--- config.mk ---
export PLATFORM = sky130hd
export DESIGN_NAME = program_loader
export DESIGN_NICKNAME = d
export VERILOG_FILES = /design/src/rtl/loader_pkg.sv /design/src/rtl/word_assembler.sv /design/src/rtl/program_loader.sv
export SDC_FILE = /design/constraint.sdc
export NUM_CORES = 1
export LEC_CHECK = 0
export BUFFER_PORTS_ARGS = -buffer_cell sky130_fd_sc_hd__buf_4
export CORE_ASPECT_RATIO = 1.4
export CORE_MARGIN = 2
export CORE_UTILIZATION = 55
export CTS_CLUSTER_DIAMETER = 30
export CTS_CLUSTER_SIZE = 16
export DETAILED_ROUTE_END_ITERATION = 10
export PLACE_DENSITY = 0.81
export SLEW_MARGIN = 30
export SYNTH_ARGS = -nofsm -noshare
export SYNTH_HDL_FRONTEND = slang
export SYNTH_HIERARCHICAL = 1
export SYNTH_SLANG_ARGS = --single-unit
--- constraint.sdc ---
create_clock -name clk -period 3.7 [get_ports clk]
set_input_delay 0.185 -clock clk [delete_from_list [all_inputs] [get_ports clk]]
set_output_delay 0.185 -clock clk [all_outputs]
set_load 0.1 [all_outputs]
--- src/rtl/loader_pkg.sv ---
// ---------------------------------------------------------------------------
// loader_pkg
// Shared definitions for the program loader: the loader FSM state encoding,
// the number of bytes per instruction word and the byte-lane index width.
// Optional feature macro used by the loader: PROGRAM_LOADER_CHECKSUM_EN.
// ---------------------------------------------------------------------------
package loader_pkg;

   localparam int BYTES_PER_WORD = 4;
   localparam int LANE_W         = $clog2(BYTES_PER_WORD);

   typedef enum logic [2:0] {
      IDLE,
      LEN,
      BYTES,
      WRITE,
      CHECK,
      DONE,
      ERROR
   } loaderState_e;

   // States from which a Start pulse may open a new load session.
   function automatic logic isRestartable(input loaderState_e s);
      return (s == IDLE) || (s == DONE) || (s == ERROR);
   endfunction

endpackage

--- src/rtl/word_assembler.sv ---
// ---------------------------------------------------------------------------
// word_assembler
// Collects four stream bytes, least significant byte first, into one 32-bit
// instruction word.
// Ports:
//   clk         in   rising-edge clock
//   reset       in   synchronous, active-high
//   clear_i     in   restart the lane counter (new load session)
//   shiftEn_i   in   a payload byte is accepted this cycle
//   byte_i      in   payload byte
//   word_o      out  word including byte_i; valid when wordFull_o is high
//   wordFull_o  out  byte_i completes the current word this cycle
// ---------------------------------------------------------------------------
module word_assembler
   import loader_pkg::*;
(
   input  logic        clk,
   input  logic        reset,
   input  logic        clear_i,
   input  logic        shiftEn_i,
   input  logic [7:0]  byte_i,
   output logic [31:0] word_o,
   output logic        wordFull_o
);

   localparam logic [LANE_W-1:0] LAST_LANE = LANE_W'(BYTES_PER_WORD - 1);
   localparam logic [LANE_W-1:0] LANE_ONE  = LANE_W'(1);

   logic [LANE_W-1:0] lane_q, lane_d;
   logic [31:0]       shift_q, shift_d;

   // Bytes enter at the top and move down, so after four shifts the first
   // byte received sits in bits [7:0]. The lane counter wraps naturally.
   always_comb begin
      lane_d  = lane_q;
      shift_d = shift_q;
      if (clear_i) begin
         lane_d = '0;
      end else if (shiftEn_i) begin
         lane_d  = lane_q + LANE_ONE;
         shift_d = {byte_i, shift_q[31:8]};
      end
   end

   always_ff @(posedge clk) begin
      if (reset) begin
         lane_q  <= '0;
         shift_q <= '0;
      end else begin
         lane_q  <= lane_d;
         shift_q <= shift_d;
      end
   end

   // The completed word is presented combinationally in the same cycle as
   // the fourth byte so the loader can capture it without an extra stage.
   assign word_o     = {byte_i, shift_q[31:8]};
   assign wordFull_o = shiftEn_i && !clear_i && (lane_q == LAST_LANE);

endmodule

--- src/rtl/program_loader.sv ---
// ---------------------------------------------------------------------------
// program_loader
// Writer side of the instruction memory. Receives a byte stream (length byte
// N followed by 4*N payload bytes, little-endian words) and writes the words
// into the program RAM starting at byte address 0, holding the CPU in reset
// while the load is in progress.
// Optional feature: define PROGRAM_LOADER_CHECKSUM_EN to expect one trailing
// byte equal to the XOR of all payload bytes; a mismatch ends in ERROR.
// Parameters:
//   MEMORY_DEPTH  words in the program RAM (largest accepted N)
//   DATA_WIDTH    instruction width (4 bytes per word)
// Ports:
//   clk           in   rising-edge clock
//   reset         in   synchronous, active-high
//   Start         in   pulse; opens a load session from IDLE/DONE/ERROR
//   ByteValid     in   ByteData valid this cycle
//   ByteData      in   stream byte
//   ByteReady     out  loader accepts ByteData this cycle
//   MemWrite      out  one-cycle RAM write strobe
//   WriteAddress  out  byte address of the word being written
//   WriteData     out  assembled instruction word
//   CpuHold       out  processor reset while loading
//   Done          out  load completed, held until next Start/reset
//   Error         out  bad length or checksum, held until next Start/reset
// ---------------------------------------------------------------------------
module program_loader
   import loader_pkg::*;
#(
   parameter int MEMORY_DEPTH = 32,
   parameter int DATA_WIDTH   = 32
)
(
   input  logic                  clk,
   input  logic                  reset,
   input  logic                  Start,
   input  logic                  ByteValid,
   input  logic [7:0]            ByteData,
   output logic                  ByteReady,
   output logic                  MemWrite,
   output logic [31:0]           WriteAddress,
   output logic [DATA_WIDTH-1:0] WriteData,
   output logic                  CpuHold,
   output logic                  Done,
   output logic                  Error
);

   localparam int              CW      = $clog2(MEMORY_DEPTH + 1);
   localparam logic [CW-1:0]   IDX_ONE = CW'(1);

`ifdef PROGRAM_LOADER_CHECKSUM_EN
   localparam loaderState_e AFTER_LAST = CHECK;
`else
   localparam loaderState_e AFTER_LAST = DONE;
`endif

   loaderState_e          state_q, state_d;
   logic [CW-1:0]         wordCount_q, wordCount_d;
   logic [CW-1:0]         wordIndex_q, wordIndex_d;
   logic [31:0]           writeAddress_q, writeAddress_d;
   logic [DATA_WIDTH-1:0] writeData_q, writeData_d;

   logic                  acceptByte;
   logic                  transfer;
   logic                  startLoad;
   logic                  lenZero;
   logic                  lenTooBig;
   logic                  payloadByte;
   logic                  lastWord;
   logic                  wordFull;
   logic [31:0]           assembledWord;

`ifdef PROGRAM_LOADER_CHECKSUM_EN
   logic [7:0]            xor_q, xor_d;
`endif

   // Readiness depends only on the current state, so transfer never feeds
   // back into itself through the next-state logic.
   assign acceptByte  = (state_q == LEN) || (state_q == BYTES) || (state_q == CHECK);
   assign transfer    = ByteValid && acceptByte;
   assign startLoad   = Start && isRestartable(state_q);
   assign lenZero     = (ByteData == 8'd0);
   assign lenTooBig   = int'(ByteData) > MEMORY_DEPTH;
   assign payloadByte = (state_q == BYTES) && transfer;
   assign lastWord    = (wordIndex_q + IDX_ONE) == wordCount_q;

   word_assembler u_wordAssembler (
      .clk        (clk),
      .reset      (reset),
      .clear_i    (startLoad),
      .shiftEn_i  (payloadByte),
      .byte_i     (ByteData),
      .word_o     (assembledWord),
      .wordFull_o (wordFull)
   );

   // Next-state logic. A too-long length is rejected before any write so the
   // RAM is never addressed past its last word.
   always_comb begin
      state_d = state_q;
      case (state_q)
         IDLE, DONE, ERROR: begin
            if (Start) state_d = LEN;
         end
         LEN: begin
            if (transfer) begin
               if (lenZero)        state_d = AFTER_LAST;
               else if (lenTooBig) state_d = ERROR;
               else                state_d = BYTES;
            end
         end
         BYTES: begin
            if (wordFull) state_d = WRITE;
         end
         WRITE: begin
            if (lastWord) state_d = AFTER_LAST;
            else          state_d = BYTES;
         end
`ifdef PROGRAM_LOADER_CHECKSUM_EN
         CHECK: begin
            if (transfer) begin
               if (ByteData == xor_q) state_d = DONE;
               else                   state_d = ERROR;
            end
         end
`endif
         default: state_d = IDLE;
      endcase
   end

   // Datapath updates. The write address is captured together with the word
   // so both hold steady from the WRITE cycle until the next word completes.
   always_comb begin
      wordCount_d    = wordCount_q;
      wordIndex_d    = wordIndex_q;
      writeAddress_d = writeAddress_q;
      writeData_d    = writeData_q;
      if (startLoad) begin
         wordCount_d = '0;
         wordIndex_d = '0;
      end
      if ((state_q == LEN) && transfer && !lenTooBig) begin
         wordCount_d = CW'(ByteData);
      end
      if (wordFull) begin
         writeData_d    = DATA_WIDTH'(assembledWord);
         writeAddress_d = 32'(wordIndex_q) << 2;
      end
      if (state_q == WRITE) begin
         wordIndex_d = wordIndex_q + IDX_ONE;
      end
   end

`ifdef PROGRAM_LOADER_CHECKSUM_EN
   // Running XOR over every payload byte; an empty program checks against 0.
   always_comb begin
      xor_d = xor_q;
      if (startLoad)        xor_d = 8'd0;
      else if (payloadByte) xor_d = xor_q ^ ByteData;
   end
`endif

   // Register bank; reset aborts any load in progress.
   always_ff @(posedge clk) begin
      if (reset) begin
         state_q        <= IDLE;
         wordCount_q    <= '0;
         wordIndex_q    <= '0;
         writeAddress_q <= '0;
         writeData_q    <= '0;
`ifdef PROGRAM_LOADER_CHECKSUM_EN
         xor_q          <= 8'd0;
`endif
      end else begin
         state_q        <= state_d;
         wordCount_q    <= wordCount_d;
         wordIndex_q    <= wordIndex_d;
         writeAddress_q <= writeAddress_d;
         writeData_q    <= writeData_d;
`ifdef PROGRAM_LOADER_CHECKSUM_EN
         xor_q          <= xor_d;
`endif
      end
   end

   // Moore outputs decoded from the state register.
   assign ByteReady    = acceptByte;
   assign MemWrite     = (state_q == WRITE);
   assign CpuHold      = (state_q == LEN) || (state_q == BYTES) ||
                         (state_q == WRITE) || (state_q == CHECK);
   assign Done         = (state_q == DONE);
   assign Error        = (state_q == ERROR);
   assign WriteAddress = writeAddress_q;
   assign WriteData    = writeData_q;

endmodule
==> impl_metrics.ini, run 1 <==
[route]
dr.pass1.iters = 4
drt_wl_total_um = 7030
detail_route.wl_per_cell_um = 14.5
viasPerCell = 5.41
remaining_drc_errors = 0
initialDrtViolationCount = 156
antenna_left = 0
dr_total_vias = 2620

[sta]
clock.fmax_mhz = 335
rsz0062_at_grt = false
final.period_utilization_pct = 80.7
final.hold.worst_slack_ns = 0.0885
finalSetupViolations = 0
timing.final.crit_period_ns = 2.99
hold_viol_final = 0
timing.max_slew.rel_slack_pct = 51.1
finClkSkew_ns = 0.00867
setup_total_negative_slack_ns = 0
worst_pin_slew_ns = 0.734
slew_viol_final = 0

[setup_path]
critPathTopFamily = simple AND/OR/NAND/NOR gates
critPathLaunchType = register
timing.reg2reg.worst_path_depth = 9
worstPathCellList = nor2b_1 > and3_1 > nor2b_4 > and2_2 > inv_1 > o21ai_0 > a22oi_1 > a41o_1 > a21oi_2
worstPathArrival_ns = 3.26
cp.required_ns = 3.97
crit_fanout = 18
path_buf_inv = 1
cp.depth = 9
worst_r2r_startpoint = state_q[1]$_SDFFE_PP0P_
worst_path_max_delay_cell = sky130_fd_sc_hd__nor2b_4
worst_setup_path_startpoint = state_q[1]$_SDFFE_PP0P_
slowest_stage_delay_on_critical_path_ns = 0.52
timing.critical_path.to_type = register
critPathKind = register to register

[clock_tree]
cts_resized = 0
cts_sinks = 79
tritoncts = done
insertion_delay_ns = 0.34
clock_path_buffers = 2
clock_tree.htree_level_count = 3
clkSlewWorstSetupHoldPaths_ns = 0.08
post-cts-setup-buffers = 0
postCtsHoldBufs = 0
cts_buffers = 9
cts.root.buffer_cell = sky130_fd_sc_hd__clkbuf_8

[floorplanning]
die_ar_sq_mm = 0.00726
start_util_pct = 55.8
rows = 35
number_of_placed_i_o_pins = 81
floorplan.core_area_sq_mm = 0.00648
die_height_um = 100
die-width_um = 72.6

[synthesis]
synth_seq_area_share_pct = 43.7
synth_area_leader_cell = sky130_fd_sc_hd__dfxtp_1
synthesis.instances = 372
synth-edff-count = 0
synth_top_flop_cell = sky130_fd_sc_hd__dfxtp_1
biggest_area_contributors_in_the_synthesized_netlist = sky130_fd_sc_hd__dfxtp_1 44%, sky130_fd_sc_hd__mux2i_1 15%, sky130_fd_sc_hd__buf_4 7.7%
synth.ff_latch_count = 79
post_synth.cell_area_avg_sq_um = 9.73
postSynth.asyncResetShare_pct = 0
post_synth_cell_types = 52
ys.warnings.count = 6
netlist.area_leader.share_pct = 43.7
syn_area_sq_mm = 0.00362

[global_routing]
first_global_vias = 2356
grt_start_max_net_pins = 84
antenna_found_initial = 0
total_track_usage_pct = 19.7
congestion_overflow_gr = 0
grt_pass1_wl_um = 11300

[final_layout]
final_layout_size_suffix_gt1_share_pct = 19.5
syn2layout_area_growth_pct = 12.5
most_frequent_standard_cell_in_the_layout_excluding_fill_and_tap_cells = sky130_fd_sc_hd__dfxtp_1
nets = 420
finalNonFillerCells = 484
antenna_cells = 0
most-common-layout-cells = 79 x sky130_fd_sc_hd__dfxtp_1, 55 x sky130_fd_sc_hd__mux2i_1, 54 x sky130_fd_sc_hd__buf_4
nFillCells = 551

[min_path]
hold_path.class = input port to register
min_path_cells = 2
hold_start = ByteData[3]

[outcome]
run_status = finished, final reports clean

[power]
leakage_uw = 0.00163
irDropWorstVdd_mv = 0.364
power-per-cell-area_mw_per_mm2 = 454

[flow_run]
max_cap_viol_count = 0

[placed_design]
numPortBuffers = 54
post-place-cells = 469
dp_hpwl_um = 5050
gp_congestion = 0.957
==> logic make-up (layout without fill, tap and decap cells) <==
logic type	Yosys count	count (layout)	synth area share, %
compound gates	42	42	8.37
xor+xnor	11	11	2.66
fa+ha+maj	2	2	0.691
buf+inv	63	76	11.0
flops	79	79	43.7
mux	56	56	15.5
other cells	1	26	0.104
simple gates	118	118	17.9
==> layout make-up <==
cell class              count  area [sq um]  area share, %
clock inverters             6          92.6           2.27
inverters                   6          22.5          0.553
flip-flops and latches     79          1580           38.8
repair buffers             55           425           10.4
clock buffers               9           124           3.04
multi-input cells         255          1730           42.6
well taps                  74          92.6           2.27
==> layer usage <==
layer / vias to the layer above / part of all wire (%) / GRT usage, %
met4: 0 / 1.3 / 6.98
met2: 86 / 53 / 34.6
met1: 1239 / 40 / 23.3
li1: 1283 / - / -
met3: 12 / 5.0 / 4.52
met5: - / 0 / 0
==> where the power goes <==
part | internal, uW | switching (uW)
clock network | 381 | 313
logic | 58.9 | 229
registers | 855 | 11.5
==> final timing paths <==
path	endpoint	slack [ns]
max	state_q[0]$_SDFFE_PP0P_	0.71
min	wordCount_q[3]$_SDFFE_PP0P_	0.09
min reg2reg	u_wordAssembler/shift_q[11]$_SDFFE_PP0P_	0.48
max reg2reg	state_q[0]$_SDFFE_PP0P_	0.71
==> registers in the layout, indices dropped and copies added, names as in the netlist <==
| signal | flops |
|---|---|
| u_wordAssembler/lane_q | 2 |
| state_q | 3 |
| WriteData | 32 |
| wordCount_q | 6 |
| u_wordAssembler/shift_q | 24 |
| wordIndex_q | 6 |
| WriteAddress | 6 |
==> worst reg2reg max path, cell delays in order (launching register included) <==
cell and delay [ns]:
sky130_fd_sc_hd__dfxtp_1 0.49, sky130_fd_sc_hd__nor2b_1 0.31, sky130_fd_sc_hd__and3_1 0.47, sky130_fd_sc_hd__nor2b_4 0.52, sky130_fd_sc_hd__and2_2 0.45, sky130_fd_sc_hd__inv_1 0.07, sky130_fd_sc_hd__o21ai_0 0.17, sky130_fd_sc_hd__a22oi_1 0.09
sky130_fd_sc_hd__a41o_1 0.22, sky130_fd_sc_hd__a21oi_2 0.12
==> metrics by stage <==
stage               utilization [%]  cell area (sq um)  power [uW]  setup slack [ns]
floorplan                         -               3710        1160             0.519
global placement               59.5               3860        1170             0.874
detailed placement             59.5               3860        1170             0.741
CTS                            62.8               4070        1860             0.731
global route                   62.8               4070        1910             0.530
finish                         62.8               4070        1850             0.714
==> cells in the mapped netlist, types with 3 or more instances <==
library cell,n
sky130_fd_sc_hd__dfxtp_1,79
sky130_fd_sc_hd__mux2i_1,55
sky130_fd_sc_hd__nor2_1,51
sky130_fd_sc_hd__buf_4,37
sky130_fd_sc_hd__nand2b_1,25
sky130_fd_sc_hd__o21ai_0,11
sky130_fd_sc_hd__clkbuf_1,9
sky130_fd_sc_hd__nand4bb_1,9
sky130_fd_sc_hd__a22o_1,7
sky130_fd_sc_hd__buf_2,6
sky130_fd_sc_hd__nand2_1,6
sky130_fd_sc_hd__xnor2_1,6
sky130_fd_sc_hd__nand3_1,5
sky130_fd_sc_hd__nor3_1,5
sky130_fd_sc_hd__xor2_1,5
sky130_fd_sc_hd__a21oi_1,4
sky130_fd_sc_hd__and3_1,4
sky130_fd_sc_hd__inv_1,4
sky130_fd_sc_hd__a311oi_1,3
Power figures use the tool's default switching activity.
==> run 2: changes to the inputs <==
CORE_UTILIZATION = 54   (was 55)
PLACE_DENSITY = 0.8   (was 0.81)
clock period = 3 ns   (was 3.7 ns; I/O delays follow)
==> impl_metrics.ini, run 2 (synthesis gave the netlist of run 1 again) <==
[route]
viasPerCell = 5.37
detail_route.wl_per_cell_um = 15.0
remaining_drc_errors = 0
dr_total_vias = 2613
drt_wl_total_um = 7320
initialDrtViolationCount = 118
dr.pass1.iters = 4
antenna_left = 0

[final_layout]
most-common-layout-cells = 79 x sky130_fd_sc_hd__dfxtp_1, 56 x sky130_fd_sc_hd__buf_4, 55 x sky130_fd_sc_hd__mux2i_1
nFillCells = 572
most_frequent_standard_cell_in_the_layout_excluding_fill_and_tap_cells = sky130_fd_sc_hd__dfxtp_1
nets = 422
final_layout_size_suffix_gt1_share_pct = 20.1
stdcell_area_sq_mm = 0.00407
syn2layout_area_growth_pct = 12.4
largest_register_ff_count = 32
antenna_cells = 0

[floorplanning]
rows = 35
start_util_pct = 55.5
die_ar_sq_mm = 0.00738
die-width_um = 73.2
number_of_placed_i_o_pins = 81
floorplan.core_area_sq_mm = 0.00653
die_height_um = 101

[min_path]
hold_path.class = input port to register
hold_start = ByteData[1]

[clock_tree]
clkSlewWorstSetupHoldPaths_ns = 0.08
post-cts-setup-buffers = 0
insertion_delay_ns = 0.35
clock_tree.htree_level_count = 3
tritoncts = done
cts.root.buffer_cell = sky130_fd_sc_hd__clkbuf_8
cts_sinks = 79
cts_buffers = 9
clock_path_buffers = 2
postCtsHoldBufs = 0

[placed_design]
post-place-ws_ns = 0.289
numPortBuffers = 54
dp_hpwl_um = 5180
dpl-instance-area_sq_mm = 0.00387
gp_congestion = 0.782

[global_routing]
antenna_found_initial = 0
grt_start_max_net_pins = 84
congestion_overflow_gr = 0
total_track_usage_pct = 21.0
first_global_vias = 2549
grt_pass1_wl_um = 11900

[power]
irDropWorstVdd_mv = 0.318
design_power_total_uw = 2220
power-per-cell-area_mw_per_mm2 = 546
leakage_uw = 0.00163

[sta]
worst_pin_slew_ns = 0.731
final.period_utilization_pct = 87.6
hold_viol_final = 0
clock.fmax_mhz = 380
setup_total_negative_slack_ns = 0
finalSetupViolations = 0
timing.max_slew.rel_slack_pct = 51.2
slew_viol_final = 0
timing.final.crit_period_ns = 2.63
finClkSkew_ns = 0.00900
rsz0062_at_grt = false
post-route-worst-setup-slack_ns = 0.371

[flow_run]
max_cap_viol_count = 0

[setup_path]
worst_r2r_startpoint = state_q[0]$_SDFFE_PP0P_
critPathLaunchType = register
crit_fanout = 25
cp.required_ns = 3.21
worst_setup_path_startpoint = state_q[0]$_SDFFE_PP0P_
critPathKind = register to register
worstPathArrival_ns = 2.84
timing.critical_path.to_type = register

[outcome]
run_status = finished, final reports clean
-- run 2: cell types whose count changed in the layout (fill, tap and decap cells not counted) --
cell,change
sky130_fd_sc_hd__a21oi_1,-1
sky130_fd_sc_hd__a21oi_2,+1
sky130_fd_sc_hd__buf_12,-1
sky130_fd_sc_hd__buf_4,+2
sky130_fd_sc_hd__buf_6,+1
sky130_fd_sc_hd__bufinv_16,-1
sky130_fd_sc_hd__clkbuf_1,+2
sky130_fd_sc_hd__clkbuf_8,+1
sky130_fd_sc_hd__inv_6,-1
sky130_fd_sc_hd__nor3_1,-1
sky130_fd_sc_hd__nor3_2,+1
-- run 2: timing repair --
action | CTS | global route
resized for setup | 0 | 1
setup endpoints to repair | 0 | 2
endpoints found under the hold margin | 0 | 0
-- run 2: metal layers --
metal | track usage [%] | up-vias | share of wire (%)
li1 | - | 1282 | -
met1 | 24.3 | 1240 | 42
met2 | 35.9 | 71 | 51
met3 | 4.90 | 20 | 4.1
met4 | 9.83 | 0 | 2.9
met5 | 0 | - | 0
-- run 2: final timing paths --
path	slack [ns]	cells after the start	end
worst max-delay path	0.37	8	WriteData[10]$_SDFFE_PP0P_
worst min-delay path	0.05	2	wordCount_q[1]$_SDFFE_PP0P_
worst max register to register	0.37	8	WriteData[10]$_SDFFE_PP0P_
worst min register to register	0.49	2	u_wordAssembler/shift_q[9]$_SDFFE_PP0P_
-- run 2: layout make-up --
class                           count  area (sq um)  share of cell area (%)
Timing Repair Buffer               57           432                    10.6
Sequential cell                    79          1580                    38.9
Multi-Input combinational cell    255          1740                    42.8
Tap cell                           74          92.6                    2.27
Inverter                            6          22.5                   0.553
Clock buffer                       12           145                    3.57
Clock inverter                      4          53.8                    1.32
-- run 2: critical path, cell delays in order (launching register included) --
cell and delay, ns:
sky130_fd_sc_hd__dfxtp_1 0.58, sky130_fd_sc_hd__xor2_1 0.25, sky130_fd_sc_hd__a2bb2oi_1 0.25, sky130_fd_sc_hd__nor2_2 0.16
sky130_fd_sc_hd__nor2b_4 0.13, sky130_fd_sc_hd__and2_2 0.45, sky130_fd_sc_hd__buf_6 0.36, sky130_fd_sc_hd__mux2i_1 0.26
sky130_fd_sc_hd__nor2_1 0.05
-- run 2: power by group --
part	switching [uW]	internal [uW]
combinational	284	74.6
clock	382	411
sequential	15.3	1060
-- run 2: per-stage QoR --
| step | hold slack, ns | instances | util (%) |
|---|---|---|---|
| floorplan | 0.276 | 397 | - |
| global placement | 0.400 | 471 | 59.3 |
| detailed placement | 0.407 | 471 | 59.3 |
| CTS | 0.0451 | 487 | 62.3 |
| global route | 0.0528 | 487 | 62.4 |
| finish | 0.0533 | 487 | 62.4 |
